## src/rtl/motor_encoder_reader_if.sv

```systemverilog
// Bundle of encoder pins, control and decoded outputs for one motor channel.
// CNT_W must match the CNT_W of the attached motor_encoder_reader.
interface motor_encoder_reader_if #(
   parameter int unsigned CNT_W = 16
);
   logic             sa;
   logic             sb;
   logic             en;
   logic             clr;
   logic [CNT_W-1:0] pos;
   logic             dir;
   logic [CNT_W-1:0] speed;
   logic             speed_valid;
   logic             err;

   modport master (
      output sa, sb, en, clr,
      input  pos, dir, speed, speed_valid, err
   );

   modport slave (
      input  sa, sb, en, clr,
      output pos, dir, speed, speed_valid, err
   );
endinterface

```

## src/rtl/motor_encoder_reader.sv

```systemverilog
// Quadrature encoder reader: sync + glitch filter per channel, step decoder,
// wrapping position, direction, sticky illegal-transition flag and windowed speed.
module motor_encoder_reader #(
   parameter int unsigned CNT_W      = 16,
   parameter int unsigned FILT       = 4,
   parameter int unsigned WIN_CYCLES = 1000000
) (
   input logic                   clk,
   input logic                   rstn,
   motor_encoder_reader_if.slave bus
);

   localparam int unsigned FW = $clog2(FILT + 1);
   localparam int unsigned WW = $clog2(WIN_CYCLES);

   // Bit 1 is channel A, bit 0 is channel B throughout.
   logic [1:0]         s1_q, s2_q;
   logic [1:0]         filt_q, filt_d, prev_q;
   logic [1:0][FW-1:0] fcnt_q, fcnt_d;

   logic [CNT_W-1:0] pos_q, pos_d, acc_q, acc_d, speed_q, speed_d;
   logic [WW-1:0]    wcnt_q, wcnt_d;
   logic             dir_q, dir_d, err_q, err_d, sv_q, sv_d;
   logic             step_fwd, step_rev, step_bad, step_any;

   always_comb begin
      filt_d = filt_q;
      fcnt_d = '0;
      for (int i = 0; i < 2; i++) begin
         if (s2_q[i] != filt_q[i]) begin
            if (fcnt_q[i] == FW'(FILT - 1)) filt_d[i] = s2_q[i];
            else                            fcnt_d[i] = fcnt_q[i] + 1'b1;
         end
      end
   end

   always_comb begin
      step_fwd = 1'b0;
      step_rev = 1'b0;
      case ({prev_q, filt_q})
         4'b00_10, 4'b10_11, 4'b11_01, 4'b01_00: step_fwd = 1'b1;
         4'b00_01, 4'b01_11, 4'b11_10, 4'b10_00: step_rev = 1'b1;
         default: ;
      endcase
      step_bad = ((prev_q ^ filt_q) == 2'b11);
      step_any = step_fwd | step_rev;
   end

   always_comb begin
      pos_d   = pos_q;
      dir_d   = dir_q;
      err_d   = err_q | step_bad;
      acc_d   = acc_q;
      wcnt_d  = wcnt_q;
      speed_d = speed_q;
      sv_d    = 1'b0;
      if (bus.clr) begin
         // clr wins over a coincident step or terminal count.
         pos_d  = '0;
         err_d  = 1'b0;
         acc_d  = '0;
         wcnt_d = '0;
      end else if (bus.en) begin
         if (step_fwd) begin
            pos_d = pos_q + 1'b1;
            dir_d = 1'b1;
         end else if (step_rev) begin
            pos_d = pos_q - 1'b1;
            dir_d = 1'b0;
         end
         if (wcnt_q == WW'(WIN_CYCLES - 1)) begin
            speed_d = acc_q;
            sv_d    = 1'b1;
            wcnt_d  = '0;
            acc_d   = step_any ? CNT_W'(1) : '0;
         end else begin
            wcnt_d = wcnt_q + 1'b1;
            if (step_any && acc_q != '1) acc_d = acc_q + 1'b1;
         end
      end else begin
         wcnt_d = '0;
      end
   end

   always_ff @(posedge clk or negedge rstn) begin
      if (!rstn) begin
         s1_q    <= 2'b00;
         s2_q    <= 2'b00;
         filt_q  <= 2'b00;
         fcnt_q  <= '0;
         prev_q  <= 2'b00;
         pos_q   <= '0;
         dir_q   <= 1'b1;
         err_q   <= 1'b0;
         acc_q   <= '0;
         wcnt_q  <= '0;
         speed_q <= '0;
         sv_q    <= 1'b0;
      end else begin
         s1_q    <= {bus.sa, bus.sb};
         s2_q    <= s1_q;
         filt_q  <= filt_d;
         fcnt_q  <= fcnt_d;
         prev_q  <= filt_q;
         pos_q   <= pos_d;
         dir_q   <= dir_d;
         err_q   <= err_d;
         acc_q   <= acc_d;
         wcnt_q  <= wcnt_d;
         speed_q <= speed_d;
         sv_q    <= sv_d;
      end
   end

   assign bus.pos         = pos_q;
   assign bus.dir         = dir_q;
   assign bus.err         = err_q;
   assign bus.speed       = speed_q;
   assign bus.speed_valid = sv_q;

endmodule

```

## src/flat_wrapper.sv

```systemverilog
// flat-port wrapper written by rule: the top's interface ports become plain ports
module motor_encoder_reader_flat 
#(
   parameter int unsigned CNT_W      = 16,
   parameter int unsigned FILT       = 4,
   parameter int unsigned WIN_CYCLES = 1000000
)
  (clk, rstn, bus_sa, bus_sb, bus_en, bus_clr, bus_pos, bus_dir, bus_speed, bus_speed_valid, bus_err);
  motor_encoder_reader_if #(.CNT_W(CNT_W)) bus_i ();
  input logic clk;
  input logic rstn;
  input wire logic [$bits(bus_i.sa)-1:0] bus_sa;
  input wire logic [$bits(bus_i.sb)-1:0] bus_sb;
  input wire logic [$bits(bus_i.en)-1:0] bus_en;
  input wire logic [$bits(bus_i.clr)-1:0] bus_clr;
  output wire logic [$bits(bus_i.pos)-1:0] bus_pos;
  output wire logic [$bits(bus_i.dir)-1:0] bus_dir;
  output wire logic [$bits(bus_i.speed)-1:0] bus_speed;
  output wire logic [$bits(bus_i.speed_valid)-1:0] bus_speed_valid;
  output wire logic [$bits(bus_i.err)-1:0] bus_err;
  assign bus_i.sa = bus_sa;
  assign bus_i.sb = bus_sb;
  assign bus_i.en = bus_en;
  assign bus_i.clr = bus_clr;
  assign bus_pos = bus_i.pos;
  assign bus_dir = bus_i.dir;
  assign bus_speed = bus_i.speed;
  assign bus_speed_valid = bus_i.speed_valid;
  assign bus_err = bus_i.err;
  motor_encoder_reader #(.CNT_W(CNT_W), .FILT(FILT), .WIN_CYCLES(WIN_CYCLES)) u_core (.clk(clk), .rstn(rstn), .bus(bus_i));
endmodule
```

## config.mk

```make
export PLATFORM = sky130hd
export DESIGN_NAME = motor_encoder_reader_flat
export DESIGN_NICKNAME = d
export VERILOG_FILES = /design/src/rtl/motor_encoder_reader_if.sv /design/src/rtl/motor_encoder_reader.sv /design/src/flat_wrapper.sv
export SDC_FILE = /design/constraint.sdc
export NUM_CORES = 1
export LEC_CHECK = 0
export BUFFER_PORTS_ARGS = -buffer_cell sky130_fd_sc_hd__buf_2
export CAP_MARGIN = 0
export CELL_PAD_IN_SITES_DETAIL_PLACEMENT = 1
export CELL_PAD_IN_SITES_GLOBAL_PLACEMENT = 2
export CORE_ASPECT_RATIO = 1.1
export CORE_MARGIN = 4
export CORE_UTILIZATION = 38
export CTS_CLUSTER_DIAMETER = 80
export DETAILED_ROUTE_END_ITERATION = 6
export GPL_TIMING_DRIVEN = 1
export PLACE_DENSITY_LB_ADDON = 0.1
export SKIP_LAST_GASP = 1
export SLEW_MARGIN = 5
export SYNTH_ARGS = -nofsm -noshare
export SYNTH_HDL_FRONTEND = slang
export SYNTH_SLANG_ARGS = --single-unit
```

## constraint.sdc

```tcl
create_clock -name clk -period 3.9 [get_ports clk]
set_input_delay 0.585 -clock clk [delete_from_list [all_inputs] [get_ports clk]]
set_output_delay 0.585 -clock clk [all_outputs]
set_load 0.02 [all_outputs]
```

==> results_dict.tcl, run 1 <==
set metrics [dict create \
    r2r_start "u_core.filt_q[0]" \
    hp-class "primary input to flip-flop" \
    path_class "flip-flop to flip-flop" \
    ctsHoldBuffers 0 \
    overflow 0 \
    grt_max_degree 69 \
    synth_top_area_share_pct 46.36 \
    via_per_inst 5.409 \
    grt_pass1_vias 3799 \
    synthSimpleGateAreaFrac_pct 21.03 \
    fin_skew_ns 0.01083 \
    synthArstFlopShare_pct 100.0 \
    path_clk_slew_ns 0.07 \
    cts_tree "done" \
    start_util_pct 39.11 \
    hpwlAfterDp_um 7896 \
    cp_num_buf_inv 1 \
    place.gp.congestion 0.8627 \
    via_count 3516 \
    pwr_density_cell_nw_per_um2 754.1 \
    synth-main-ff-cell "dfrtp_1" \
    io_pins 41 \
    synth_top_cell_by_area "dfrtp_1" \
    synth_top_family_by_area "simple AND/OR/NAND/NOR gates" \
    cts_num_sinks 85 \
    synthTopCellsByArea "dfrtp_1, ha_1, o21ai_0" \
    core_area_um2 11590 \
    hold_path_end "u_core.s1_q[0]" \
    yosysSeqAreaShare_pct 46.94 \
    hold_viol_final 0 \
    vdd.ir_drop.worst_v 0.0002701 \
    ant_nets 0 \
    syn_nets 479 \
    intPower_mw 2.303 \
    drc 0 \
    status "complete, no violations" \
    syn_inst 454 \
    comb_power_share_pct 48.0 \
    layout-drive-gt1-share_pct 17.40 \
    rsz0062_at_grt "false" \
    worstHoldPathCells 1 \
    grt_use_total_pct 17.23 \
    cts_max_level 3 \
    dieWidth_um 112.2 \
    yosys_warnings 0 \
    reg2reg_depth 10 \
    post-route-period-util_pct 83.83 \
    startpoint_type "flip-flop" \
    layout.nets 520 \
    power_switching_share_pct 41.40 \
    syn_area_per_cell_um2 9.988 \
    cts_buffers 9 \
    cp.arrival_ns 3.50 \
    insertion_delay_ns 0.34 \
    p_leak_nw 2.385 \
    path_cells "xnor2_1 > nand2b_1 > buf_4 > ha_1 > and2_1 > nor2b_1 > a21bo_2 > o21ai_0 > o211ai_1 > mux2_2" \
    nFillCells 1338 \
    worstPathRequired_ns 4.13 \
    netSwitchingPower_mw 1.627 \
    hp-start "bus_sb" \
    maxSlewHeadroom_pct 41.07 \
    setup_viol 0 \
    synthMuxAreaShare_pct 5.684 \
    yosys-top-cells-count "dfrtp_1, nand2_1, nor2_1, o21ai_0, nand3_1" \
    cts_resized 0 \
    cts_buffer_depth 2 \
    fmax_mhz 305.9 \
    end_kind "flip-flop" \
    first_pass_iters 4 \
    postCtsSetupBuffers 0 \
    synth_fa_ha_area_share_pct 5.408 \
    tightest_slew_ns 0.8840 \
    drv_slew 0 \
    routedWlPerCell_um 17.11 \
    first_iter_violations 140 \
    synth_edf_count 0 \
    p_total_mw 3.931 \
    tns_ns 0 \
    synth_area_um2 4534 \
    diodes 0 \
    rows 41 \
    timing.rr.end "u_core.bus.pos[15]" \
    die-height_um 122.6 \
    cp_top_family "compound AO/OA/AOI/OAI gates" \
    drt-total-wl_um 11120 \
    reg2reg_slack_ns 0.63 \
    grt_antenna_before_repair 0 \
    grt_pass1_wl_um 19070 \
    ys_ff_latch 85 \
    p_seq_share_pct 27.6 \
    drv_cap 0 \
    synth-xor-area-share_pct 5.988 \
    cp_slowest_stage_delay_ns 0.44 \
    syn_to_final_growth_pct 14.96 \
    critPathMaxFanout 12 \
    die_area_um2 13750 \
    synth-compound-area-share_pct 12.53 \
    synth.most_common_cell "dfrtp_1" \
    layout_min_cycle_time_ns 3.269 \
    crit_slowest_cell "dfrtp_1" \
    root_buffer "clkbuf_16" \
    p_clk_share_pct 24.4 \
    yosysUniqueCellTypes 53 \
    io_buffer_count 40 \
]
## area by class of cell
| class | instances | area (um^2) | area share, % |
|---|---|---|---|
| multi-input combinational | 346 | 2296 | 44.05 |
| sequential | 85 | 2128 | 40.83 |
| timing repair buffer | 45 | 240.2 | 4.609 |
| clock buffer | 9 | 225.2 | 4.321 |
| tap | 150 | 187.7 | 3.601 |
| clock inverter | 7 | 105.1 | 2.016 |
| inverter | 8 | 30.03 | 0.5761 |
## layer usage
metal  GRT usage (%)  vias to the layer above  part of all wire (%)
li1                -                     1693                     -
met1           21.46                     1763                    46
met2           30.18                       49                    50
met3           3.254                       11                   2.7
met4           5.710                        0                   1.4
met5               0                        -                     0
## flip-flops by register name, indices dropped and copies added, names as in the netlist
signal,flops
u_core.s1_q,2
u_core.prev_q,2
u_core.bus.speed_valid,1
u_core.bus.err,1
u_core.filt_q,2
u_core.bus.speed,16
u_core.s2_q,2
u_core.fcnt_q,6
u_core.bus.dir,1
u_core.wcnt_q,20
u_core.acc_q,16
u_core.bus.pos,16
## cell families after synthesis
| group | Yosys count |
|---|---|
| AND/OR/NAND/NOR | 185 |
| AO/OA/AOI/OAI | 91 |
| flip-flops | 85 |
| XOR/XNOR | 31 |
| buffers and inverters | 23 |
| multiplexers | 20 |
| adder cells (fa/ha/maj) | 19 |
## cells in the final DEF, fill, tap and decap left out, types with 10 or more instances in the layout
cell	count
xnor2_1	15
ha_1	18
buf_2	39
nand3_1	23
nor2_1	44
o31ai_1	11
mux2_2	10
o21ai_0	36
nand2_1	44
xor2_1	16
nor3_1	12
and3_1	13
dfrtp_1	84
a21oi_1	19
## metrics by stage
step | hold slack [ns] | cell area, um^2 | cells | setup slack (ns) | util (%)
finish | 0.3444 | 5213 | 650 | 0.6306 | 44.96
global route | 0.3291 | 5213 | 650 | 0.1969 | 44.96
CTS | 0.3365 | 5213 | 650 | 0.5964 | 44.96
detailed placement | 0.3395 | 4882 | 634 | 0.6009 | 42.11
global placement | 0.3350 | 4882 | 634 | 0.7415 | 42.11
floorplan | 0.2894 | 4534 | 454 | 0.8492 | -
## how the worst max path moves through the flow
stage	depth (start not counted)	from	endpoint	slack (ns)
2_1_floorplan	10	u_core.filt_q[1]	u_core.bus.pos[14]	0.85
3_3_place_gp	8	u_core.filt_q[1]	u_core.bus.pos[14]	0.74
3_5_place_dp	8	u_core.filt_q[1]	u_core.bus.pos[14]	0.60
4_1_cts	8	u_core.filt_q[1]	u_core.bus.pos[14]	0.60
5_1_grt	8	u_core.filt_q[1]	u_core.bus.pos[14]	0.20
6_report	10	u_core.filt_q[0]	u_core.bus.pos[15]	0.63
## power groups by stage
stage	Sequential [mW]	Clock, mW	Combinational [mW]
2_1_floorplan	1.14	0	1.36
3_3_place_gp	1.10	0	1.85
3_5_place_dp	1.10	0	1.89
4_1_cts	1.09	0.980	1.91
5_1_grt	1.10	1.02	2.15
6_report	1.08	0.960	1.89
Note: power is estimated with default switching activity, not from simulation.
==> run 2, diff against run 1 <==
Clock period 3.9 ns to 3.1 ns, I/O delays scaled along.
==> run 2 against run 1 <==
Compared with the run above:
- non-clock buffer count rose by 10
- combinational power rose by 31%
- register-to-register slack worse by 0.37 ns
- cell area is 0.67% higher
- sequential cell count unchanged
- setup slack got worse by 0.37 ns
- routed wire length is 1.1% lower
- critical path type unchanged
- largest cell class unchanged
==> results_dict.tcl, run 2 (same netlist as run 1, synthesis figures left out) <==
set metrics [dict create \
    status "complete, no violations" \
    vdd.ir_drop.worst_v 0.0003810 \
    pwr_density_cell_nw_per_um2 935.7 \
    routedWlPerCell_um 16.66 \
    grt_use_total_pct 17.17 \
    cp_num_cells 9 \
    first_pass_iters 4 \
    cts_buffers 9 \
    core_area_um2 11590 \
    p_leak_nw 2.417 \
    regMostFlops "u_core.wcnt_q" \
    power_switching_share_pct 42.28 \
    setup.worst_path.end "u_core.bus.pos[14]" \
    drv_slew 0 \
    end_kind "flip-flop" \
    cp_num_buf_inv 1 \
    critPathLaunch "u_core.filt_q[1]" \
    path_cells "xnor2_1 > nand2b_1 > buf_4 > ha_1 > o21a_1 > o21ai_0 > a21oi_1 > or3_1 > a32o_1" \
    grt_max_degree 57 \
    setup_viol 0 \
    drv_cap 0 \
    cts_buffer_depth 2 \
    reg2reg_depth 9 \
    comb_power_share_pct 50.3 \
    ant_nets 0 \
    insertion_delay_ns 0.34 \
    grt_pass1_vias 3831 \
    cts_max_level 3 \
    nFillCells 1359 \
    root_buffer "clkbuf_16" \
    drt-total-wl_um 11000 \
    p_seq_share_pct 27.7 \
    worstPathRequired_ns 3.34 \
    layout_common_cells "dfrtp_1, nor2_1, nand2_1, buf_2, o21ai_0" \
    timing.rr.end "u_core.bus.pos[14]" \
    start_util_pct 39.11 \
    maxSlewHeadroom_pct 50.39 \
    overflow 0 \
    via_per_inst 5.382 \
    layout_min_cycle_time_ns 2.837 \
    layoutNonFillerInstCount 660 \
    r2r_start "u_core.filt_q[1]" \
    fin_skew_ns 0.006664 \
    hold_viol_final 0 \
    cp_slowest_stage_delay_ns 0.44 \
    layout.nets 530 \
    path_class "flip-flop to flip-flop" \
    tightest_slew_ns 0.7442 \
    diodes 0 \
    reg2reg_slack_ns 0.26 \
    post-route-period-util_pct 91.52 \
    io_buffer_count 40 \
    rows 41 \
    cp.arrival_ns 3.08 \
    die-height_um 122.6 \
    multi_input_area_um2 2297 \
    met2_usage_pct 30.63 \
    die_area_um2 13750 \
    syn_to_final_growth_pct 15.73 \
    dp_cells 644 \
    first_iter_violations 121 \
    cts_num_sinks 85 \
    whs_ns 0.1729 \
    cts_tree "done" \
    intPower_mw 2.834 \
    place.gp.congestion 0.8335 \
    hp-class "primary input to async pin" \
    dieWidth_um 112.2 \
    drc 0 \
    postCtsSetupBuffers 0 \
    io_pins 41 \
    grt-busiest-layer "met2" \
    cp_top_family "compound AO/OA/AOI/OAI gates" \
    crit_slowest_cell "dfrtp_1" \
    grt_antenna_before_repair 0 \
    via_count 3552 \
    layout-drive-gt1-share_pct 19.02 \
    p_clk_share_pct 21.9 \
    hpwlAfterDp_um 7936 \
    startpoint_type "flip-flop" \
    regArea_um2 2128 \
    grt.met3_usage_pct 3.353 \
    p_total_mw 4.910 \
    critPathMaxFanout 12 \
    path_clk_slew_ns 0.07 \
    grtUsageMet1_pct 21.39 \
    netSwitchingPower_mw 2.076 \
    largest_reg_flops 20 \
    mostFrequentLayoutCell "dfrtp_1" \
    tns_ns 0 \
    fmax_mhz 352.5 \
    grt_pass1_wl_um 19020 \
    rsz0062_at_grt "false" \
]
## run 2: cell types whose count changed in the layout (fill, tap and decap cells not counted)
cell,change
bufinv_16,-2
inv_6,+3
a2111oi_0,-1
a2111oi_1,+1
buf_4,+10
clkinvlp_4,-1
## run 2: area by class of cell
type / count / area share, %
inverters: 8 / 0.5722
well taps: 150 / 3.577
multi-input cells: 346 / 43.78
flip-flops and latches: 85 / 40.56
repair buffers: 55 / 6.009
clock buffers: 9 / 4.292
clock inverters: 7 / 1.216
## run 2: timing repair
action                                  in CTS  in global routing
hold buffers                                 0                  0
endpoints found under the setup margin       0                  1
resized for setup                            0                  1
## run 2: worst min-delay path by stage
| stage | slack, ns | start | endpoint |
|---|---|---|---|
| after floorplan | 0.17 | rstn | u_core.acc_q[0] |
| after global placement | 0.34 | u_core.s1_q[1] | u_core.s2_q[1] |
| after detailed placement | 0.35 | u_core.s1_q[1] | u_core.s2_q[1] |
| after CTS | 0.20 | rstn | u_core.fcnt_q[2] |
| after global routing | 0.21 | bus_sa | u_core.s1_q[1] |
| final | 0.17 | rstn | u_core.fcnt_q[2] |
## run 2: layer usage
layer / routed length (um) / share of wire [%]
met3: 299 / 2.7
met2: 5563 / 51
met5: 0 / 0
met4: 114 / 1.0
met1: 5019 / 46
## run 2: power by group through the flow
stage	Sequential [mW]	Combinational, mW	Clock, mW
2_1_floorplan	1.43	1.71	0
3_3_place_gp	1.38	2.44	0
3_5_place_dp	1.39	2.48	0
4_1_cts	1.37	2.50	1.11
5_1_grt	1.38	2.78	1.17
6_report	1.36	2.47	1.08
## run 2: stage by stage
stage | util, % | instance area [um^2] | worst slack, ns
final | 45.26 | 5248 | 0.2628
after global routing | 45.26 | 5248 | 0.03403
after CTS | 45.25 | 5246 | 0.1947
after detailed placement | 42.76 | 4957 | 0.2152
after global placement | 42.76 | 4957 | 0.3418
after floorplan | - | 4534 | 0.04924
==> run 3, diff against run 2 <==
Settings changed: PLACE_DENSITY set to 0.86, PLACE_DENSITY_LB_ADDON 0.1 to unset.
==> run 3 against run 2 <==
Compared with the run above:
- sequential power barely moved
- hold slack got worse by 0.061 ns
- cell area rose by 1.2%
- clock-buffer cell count rose by 3
- power rose by 3.9%
- maximum frequency fell by 1.9%
- combinational power rose by 2%
- via count fell by 1.4%
- routed wire length fell by 0.75%
- non-clock buffer count fell by 2
- largest cell class unchanged
==> results_dict.tcl, run 3 (same netlist as run 1, synthesis figures left out) <==
set metrics [dict create \
    post-route-period-util_pct 93.28 \
    tns_ns 0 \
    grt_max_degree 86 \
    cts_max_level 3 \
    regMostFlops "u_core.wcnt_q" \
    startpoint_type "flip-flop" \
    layout_common_cells "dfrtp_1, nor2_1, nand2_1, buf_2, o21ai_0" \
    p_leak_nw 2.432 \
    routedWlPerCell_um 16.59 \
    drv_cap 0 \
    via_count 3503 \
    cp_num_buf_inv 2 \
    tightest_slew_ns 0.6354 \
    io_buffer_count 40 \
    die-height_um 122.6 \
    path_clk_slew_ns 0.07 \
    place.gp.congestion 0.8151 \
    grt_antenna_before_repair 0 \
    ctsHoldBuffers 0 \
    hp-class "primary input to async pin" \
    grt_pass1_wl_um 18930 \
    worstPathRequired_ns 3.33 \
    grt_use_total_pct 16.88 \
    setup_viol 0 \
    layoutNonFillerInstCount 658 \
    layout-drive-gt1-share_pct 19.69 \
    p_seq_share_pct 26.9 \
    insertion_delay_ns 0.34 \
    hold_viol_final 0 \
    path_cells "xnor2_1 > nand2b_2 > buf_4 > buf_4 > ha_1 > nand2_1 > nor3_1 > o21ai_0 > a21oi_1 > o21ai_0 > a32o_1" \
    netSwitchingPower_mw 2.048 \
    mostFrequentLayoutCell "dfrtp_1" \
    dp_cells 642 \
    critPathMaxFanout 11 \
    status "complete, no violations" \
    ant_nets 0 \
    cts_buffers 9 \
    die_area_um2 13750 \
    vdd.ir_drop.worst_v 0.0005399 \
    comb_power_share_pct 49.4 \
    hpwlAfterDp_um 7593 \
    drv_slew 0 \
    first_pass_iters 4 \
    p_total_mw 5.102 \
    cts_tree "done" \
    cp_top_family "compound AO/OA/AOI/OAI gates" \
    layout_min_cycle_time_ns 2.892 \
    via_per_inst 5.324 \
    drt-total-wl_um 10910 \
    syn_to_final_growth_pct 17.14 \
    end_kind "flip-flop" \
    io_pins 41 \
    rows 41 \
    fin_skew_ns 0.01037 \
    reg2reg_slack_ns 0.21 \
    pwr_density_cell_nw_per_um2 960.7 \
    fmax_mhz 345.8 \
    crit_slowest_cell "dfrtp_1" \
    root_buffer "clkbuf_16" \
    start_util_pct 39.11 \
    cts_num_sinks 85 \
    cts_buffer_depth 2 \
    path_class "flip-flop to flip-flop" \
    p_clk_share_pct 23.7 \
    layout.nets 528 \
    intPower_mw 3.054 \
    power_switching_share_pct 40.14 \
    core_area_um2 11590 \
    cp_slowest_stage_delay_ns 0.44 \
    largest_reg_flops 20 \
    cp.arrival_ns 3.13 \
    rsz0062_at_grt "false" \
    drc 0 \
    first_iter_violations 144 \
    postCtsSetupBuffers 0 \
    whs_ns 0.1114 \
    grt_pass1_vias 3859 \
    maxSlewHeadroom_pct 57.54 \
    diodes 0 \
    dieWidth_um 112.2 \
    overflow 0 \
]
run 3: per-layer routing:
| metal | vias up | global-route usage [%] | part of all wire (%) |
|---|---|---|---|
| met4 | 0 | 6.086 | 1.5 |
| met3 | 15 | 2.811 | 2.8 |
| met2 | 41 | 29.14 | 50 |
| met5 | - | 0 | 0 |
| li1 | 1709 | - | - |
| met1 | 1738 | 21.44 | 45 |
run 3: per-stage QoR:
| stage | utilization [%] | worst slack [ns] | instance area [um^2] |
|---|---|---|---|
| floorplan | - | 0.04924 | 4534 |
| global placement | 42.74 | 0.2942 | 4955 |
| detailed placement | 42.74 | 0.1580 | 4955 |
| CTS | 45.63 | 0.1068 | 5290 |
| global route | 45.81 | 0.01157 | 5311 |
| finish | 45.81 | 0.2083 | 5311 |
run 3: final timing paths:
| check | cells after the start | to | start |
|---|---|---|---|
| setup / recovery | 11 | u_core.bus.pos[14] | u_core.filt_q[1] |
| hold / removal | 2 | u_core.bus.pos[12] | rstn |
| setup reg to reg | 11 | u_core.bus.pos[14] | u_core.filt_q[1] |
| hold reg to reg | 0 | u_core.s2_q[1] | u_core.s1_q[1] |
| max in group asynchronous | 2 | u_core.bus.pos[0] | rstn |
| min in group clk | 1 | u_core.s1_q[0] | bus_sb |
run 3: final cells by class:
| cell class | instances | area, um^2 |
|---|---|---|
| fill | 1327 | 6282 |
| multi-input combinational | 346 | 2317 |
| sequential | 85 | 2128 |
| timing repair buffer | 53 | 312.8 |
| clock buffer | 12 | 256.5 |
| tap | 150 | 187.7 |
| clock inverter | 4 | 78.83 |
| inverter | 8 | 30.03 |
run 3: power by group through the flow:
stage | Clock [mW] | Combinational [mW] | Sequential [mW]
floorplan | 0 | 1.71 | 1.43
global placement | 0 | 2.37 | 1.38
detailed placement | 0 | 2.45 | 1.39
CTS | 1.24 | 2.50 | 1.37
global route | 1.28 | 2.84 | 1.39
finish | 1.21 | 2.52 | 1.37
run 3: worst reg2reg max path: stages (launching register included):
cell,delay (ns)
dfrtp_1,0.44
xnor2_1,0.18
nand2b_2,0.25
buf_4,0.18
buf_4,0.17
ha_1,0.40
nand2_1,0.15
nor3_1,0.26
o21ai_0,0.15
a21oi_1,0.21
o21ai_0,0.13
a32o_1,0.27
run 3: what timing repair did:
item,CTS,global route
endpoints found under the setup margin,0,2
gates resized for setup,0,6
endpoints found under the hold margin,0,0
